--- config.mk ---
export PLATFORM = sky130hd
export DESIGN_NAME = divrem
export DESIGN_NICKNAME = d
export VERILOG_FILES = /design/src/rtl/divrem_pkg.sv /design/src/rtl/divrem_step.sv /design/src/rtl/divrem.sv
export SDC_FILE = /design/constraint.sdc
export NUM_CORES = 1
export LEC_CHECK = 0
export CAP_MARGIN = 10
export CORE_MARGIN = 2
export CORE_UTILIZATION = 56
export DETAILED_ROUTE_END_ITERATION = 10
export DONT_BUFFER_PORTS = 1
export GPL_ROUTABILITY_DRIVEN = 0
export PLACE_DENSITY = 0.74
export SLEW_MARGIN = 15
export SYNTH_ARGS = -nofsm -noshare
export SYNTH_HDL_FRONTEND = slang
export SYNTH_SLANG_ARGS = --single-unit
--- constraint.sdc ---
create_clock -name clk -period 2.1 [get_ports clk]
set_input_delay 0.315 -clock clk [delete_from_list [all_inputs] [get_ports clk]]
set_output_delay 0.315 -clock clk [all_outputs]
set_load 0.03 [all_outputs]
--- src/rtl/divrem_pkg.sv ---
// divrem_pkg: shared definitions for the sequential unsigned divider.
//   state_t   - FSM state encoding (IDLE=0, BUSY=1, DONE=2)
//   cnt_width - width of the step counter, which must hold the value M
package divrem_pkg;

  typedef enum logic [1:0] {
    ST_IDLE = 2'd0,
    ST_BUSY = 2'd1,
    ST_DONE = 2'd2
  } state_t;

  function automatic int cnt_width(input int m);
    return $clog2(m + 1);
  endfunction

endpackage

--- src/rtl/divrem_step.sv ---
// divrem_step: one radix-2 restoring division step (purely combinational).
// Ports:
//   i_prem    [N-1:0] current partial remainder (its bit N is always zero)
//   i_bit             next dividend bit shifted in at the bottom
//   i_divisor [N-1:0] divisor
//   o_prem    [N-1:0] next partial remainder
//   o_qbit            quotient bit produced by this step
module divrem_step #(
  parameter int N = 8
) (
  input  logic [N-1:0] i_prem,
  input  logic         i_bit,
  input  logic [N-1:0] i_divisor,
  output logic [N-1:0] o_prem,
  output logic         o_qbit
);

  logic [N:0]   w_t;
  logic [N-1:0] w_diff;

  assign w_t = {i_prem, i_bit};

  // When the subtraction is taken the result is below the divisor, so it
  // fits in N bits and the wrap-around of the N-bit subtract is harmless.
  assign w_diff = w_t[N-1:0] - i_divisor;
  assign o_qbit = (w_t >= {1'b0, i_divisor});
  assign o_prem = o_qbit ? w_diff : w_t[N-1:0];

endmodule

--- src/rtl/divrem.sv ---
// divrem: sequential unsigned divider, one quotient bit per cycle.
//   dividend / divisor -> quotient (M bits), remainder (N bits), div0 flag.
// Ports:
//   clk, nreset                       clock, asynchronous active-low reset
//   in_valid, in_ready                operand handshake
//   dividend [M-1:0], divisor [N-1:0] operands, sampled only on accept
//   out_valid, out_ready              result handshake
//   quotient [M-1:0], remainder [N-1:0], div0  result, held while DONE
//   dbg_state [1:0]                   current FSM state
//
// Handshake: a transfer happens on a rising edge where valid and ready are
// both 1. in_ready is 1 only in IDLE and out_valid is 1 only in DONE; both
// come straight from the state register, so neither depends on any input.
// The result stays stable while out_valid=1 and out_ready=0.
module divrem
  import divrem_pkg::*;
#(
  parameter int N = 8,
  parameter int M = 8
) (
  input  logic         clk,
  input  logic         nreset,
  input  logic         in_valid,
  output logic         in_ready,
  input  logic [M-1:0] dividend,
  input  logic [N-1:0] divisor,
  output logic         out_valid,
  input  logic         out_ready,
  output logic [M-1:0] quotient,
  output logic [N-1:0] remainder,
  output logic         div0,
  output logic [1:0]   dbg_state
);

  localparam int CW = cnt_width(M);

  state_t        r_state;
  state_t        w_state_nxt;
  logic [M-1:0]  r_q;        // dividend bits shift out the top, quotient bits in the bottom
  logic [N-1:0]  r_div;
  logic [N-1:0]  r_prem;     // bit N of the partial remainder is always 0, so it is not stored
  logic [N-1:0]  r_dvd_lo;   // original low dividend bits, the remainder on divide-by-zero
  logic [CW-1:0] r_cnt;
  logic          r_div0;
  logic          w_accept;
  logic [N-1:0]  w_prem_nxt;
  logic          w_qbit;

  divrem_step #(.N(N)) u_step (
    .i_prem    (r_prem),
    .i_bit     (r_q[M-1]),
    .i_divisor (r_div),
    .o_prem    (w_prem_nxt),
    .o_qbit    (w_qbit)
  );

  assign w_accept = (r_state == ST_IDLE) && in_valid;

  always_ff @(posedge clk or negedge nreset) begin
    if (!nreset) begin
      r_state <= ST_IDLE;
    end else begin
      r_state <= w_state_nxt;
    end
  end

  always_comb begin
    w_state_nxt = r_state;
    in_ready    = 1'b0;
    out_valid   = 1'b0;
    case (r_state)
      ST_IDLE: begin
        in_ready = 1'b1;
        if (in_valid) w_state_nxt = ST_BUSY;
      end
      ST_BUSY: begin
        // A count of 1 marks the final step.
        if (r_cnt == CW'(1)) w_state_nxt = ST_DONE;
      end
      ST_DONE: begin
        out_valid = 1'b1;
        if (out_ready) w_state_nxt = ST_IDLE;
      end
      default: w_state_nxt = ST_IDLE;
    endcase
  end

  always_ff @(posedge clk or negedge nreset) begin
    if (!nreset) begin
      r_q      <= '0;
      r_div    <= '0;
      r_prem   <= '0;
      r_dvd_lo <= '0;
      r_cnt    <= '0;
      r_div0   <= 1'b0;
    end else if (w_accept) begin
      r_q      <= dividend;
      r_div    <= divisor;
      r_prem   <= '0;
      r_dvd_lo <= dividend[N-1:0];
      r_cnt    <= CW'(M);
      r_div0   <= (divisor == '0);
    end else if (r_state == ST_BUSY) begin
      // With a zero divisor every compare succeeds, giving an all-ones quotient.
      r_prem <= w_prem_nxt;
      r_q    <= (r_q << 1) | M'(w_qbit);
      r_cnt  <= r_cnt - CW'(1);
    end
  end

  assign quotient  = r_q;
  assign remainder = r_div0 ? r_dvd_lo : r_prem;
  assign div0      = r_div0;
  assign dbg_state = r_state;

endmodule

==> summary.md <==
| Metric | Value |
|---|---|
| I/O Pins | `41` |
| Post-synthesis area per instance | `9.28 µm²` |
| Worst setup SP type | `flip-flop` |
| R2R setup slack | `60 ps` |
| Hpwl dp | `3.16 mm` |
| Clk Tree Root Cell | `clkbuf_8` |
| Clock Latency Late Sink | `290 ps` |
| DRT iter0 DRCs | `54` |
| Synth Net Count | `257` |
| Cell area after layout | `2300 µm²` |
| Yosys reg bits | `39` |
| Layout area overhead | `9.84%` |
| Crit Reg-Reg Endpoint | `r_prem[6]$_DFFE_PN0P_` |
| Netlist cell types | `38` |
| # port buffers | `0` |
| First-pass GRT wire length | `7.40 mm` |
| CP arrival | `2260 ps` |
| Synth top area share | `0.465` |
| Placed Instances | `271` |
| Cell accounting for the most synthesized area | `dfrtp_1` |
| Layout Skew | `7.61 ps` |
| # clock sinks | `39` |
| Worst ir drop on vdd | `1.20 mV` |
| Synth top area cells | `dfrtp_1 (47%), nand2_1 (8.9%), ha_1 (6.0%)` |
| CP Capture Type | `flip-flop` |
| Clock transition at path regs | `80 ps` |
| Min cycle time layout | `2040 ps` |
| Core region area | `3630 µm²` |
| First-pass DRT Iterations | `4` |
| Worst path required time | `2320 ps` |
| Largest net degree at the start of global routing | `40` |
| CTS tree | `done` |
| Fillcell total | `322` |
| Total Routed Length | `4.40 mm` |
| Row count | `22` |
| Cts bufs inserted | `5` |
| Leak Pwr | `1.07 nW` |
| Seq/Total Area, Yosys | `0.465` |
| Die area | `4250 µm²` |
| Status | `finished, final reports clean` |
| CP startpoint | `r_div[0]$_DFFE_PN0P_` |
| Gate count of the mapped netlist | `226` |
| Slew HR | `0.599` |
| Fmax | `0.491 GHz` |
| Final slew viol count | `0` |
| RSZ-0062 raised after global routing | `true` |
| Worst Tran Pin Value | `600 ps` |
| Chip height | `65.2 µm` |
| Worst Path Max Fanout | `3` |
| HP Class | `input pin to flip-flop` |
| Die X-Extent | `65.2 µm` |
| CP endpoint | `r_prem[6]$_DFFE_PN0P_` |
| Synth warn | `0` |
| Final Hold Violating Endpoints | `0` |
| Initial antenna violation count | `0` |
| # DRC | `0` |
| Initial Util | `0.577` |
| # diodes | `0` |
| Setup violators final | `0` |
| Vias in the first global route | `1616` |
| PD cells | `1980 nW/µm²` |
| Gr ovfl total | `0` |
| R2R Path Start | `r_div[0]$_DFFE_PN0P_` |
| Period utilization | `0.970` |
| Wirelength per Cell | `15.7 µm` |
| Layout Utilization | `0.634` |
| Setup bufs post-CTS | `0` |
| Area after DPL | `2170 µm²` |
| Final std cells w/o fill | `281` |
| Post-DRT Antenna Nets | `0` |
| H-tree level count | `2` |
| GRT Total Usage | `0.230` |
| Share of layout cells above drive strength 1 | `0.137` |
| Worst r2r path cells | `8` |
| Final net count | `263` |
| Setup TNS | `0 ps` |
| Synthesized area | `2100 µm²` |
| Routed vias | `1627` |
| Clk buf depth | `2` |
| Setup CP Type | `flip-flop to flip-flop` |
| Max Cap Violations | `0` |
| Routed vias/inst | `5.79` |
## power by group
part / internal (mW) / total, mW / switching (mW)
logic: 1.03 / 2.49 / 1.46
clock network: 0.232 / 0.497 / 0.265
registers: 1.11 / 1.56 / 0.451
## kinds of logic after synthesis
logic type      count (synthesis)  share of synthesized area
simple gates                   77                      0.163
compound gates                 55                      0.163
flops                          39                      0.465
buf+inv                        25                     0.0477
mux                            14                     0.0710
fa+ha+maj                      11                     0.0692
xor+xnor                        5                     0.0209
## cell type report
type / instances / area [µm²] / area share
inverters: 15 / 56.3 / 0.0244
well taps: 48 / 60.1 / 0.0261
repair buffers: 9 / 82.6 / 0.0359
clock inverters: 2 / 12.5 / 0.00543
multi-input cells: 162 / 1040 / 0.453
clock buffers: 6 / 72.6 / 0.0315
flip-flops and latches: 39 / 976 / 0.424
## synth_stat cells
cell        n
or3b_1      1
nor2_2      1
xnor2_1     3
o31ai_1     2
xor2_1      2
o22a_1      1
inv_2       2
mux2i_1     7
nor2_1      8
o31a_1      1
o311ai_1    3
a21o_1      3
buf_4       1
o2111ai_1   1
nor2b_4     1
nor3_1      4
o22ai_1     4
o21ai_1    21
a32oi_1     3
nand2_1    50
o21a_1      3
inv_1      13
nor3b_1     1
ha_1       10
clkbuf_1    7
nand2_4     1
o2bb2ai_1   1
fa_1        1
nand2b_1    2
a211oi_1    1
nand3_1     5
dfrtp_1    39
a21oi_1     8
mux2_2      7
a31oi_1     1
nor4_1      3
buf_2       2
o21ai_0     2
## how the worst min path moves through the flow
stage,startpoint,end,slack (ps),cells after the start
6_report,dividend[0],r_dvd_lo[0]$_DFFE_PN0P_,130,2
3_3_place_gp,nreset,r_div[7]$_DFFE_PN0P_,20,0
5_1_grt,dividend[0],r_dvd_lo[0]$_DFFE_PN0P_,140,2
3_5_place_dp,nreset,r_div[7]$_DFFE_PN0P_,20,0
2_1_floorplan,nreset,dbg_state[0]$_DFFE_PN0P_,20,0
4_1_cts,dividend[0],r_dvd_lo[0]$_DFFE_PN0P_,130,2
## metrics by stage
| stage | power, mW | worst slack, ps | hold slack (ps) |
|---|---|---|---|
| floorplan | 3.49 | 139 | 19.4 |
| detailed placement | 3.97 | 16.0 | 19.9 |
| global placement | 3.91 | 107 | 20.1 |
| finish | 4.55 | 63.6 | 134 |
| global route | 4.94 | -32.8 | 145 |
| CTS | 4.49 | 24.6 | 125 |
## state kept, by name (all words and copies together), names as in the netlist
| signal | cells |
|---|---|
| r_prem | 8 |
| quotient | 8 |
| dbg_state | 2 |
| r_div | 8 |
| r_cnt | 4 |
| r_dvd_lo | 8 |
| div0 | 1 |
## routing by layer
layer	GRT usage	wire, µm
met3	0.0582	224
met5	0	0
met2	0.361	2080
met1	0.309	2040
met4	0.0859	55
## worst max-delay path, cell delays in order, from the launching register on
cell and delay [ps]:
dfrtp_1 410, ha_4 190, fa_2 420, nor2b_4 120, o31a_1 150, o21a_1 140, nor3_1 50, or3b_1 370
o21ai_1 120
## what timing repair did
action,CTS,global route
hold endpoints to repair,39,0
hold buffers,2,0
setup endpoints to repair,0,2
resized for setup,0,5
## layout by cell type, fill, tap and decap left out, types with 4 or more instances in the layout
cell type / n
o21ai_1: 21
nor2_1: 7
inv_1: 12
clkbuf_8: 5
mux2_2: 7
mux2i_1: 7
nand3_1: 5
nor3_1: 4
o22ai_1: 4
dfrtp_1: 39
ha_1: 9
buf_4: 7
nand2_1: 50
a21oi_1: 8
Power figures use the tool's default switching activity.
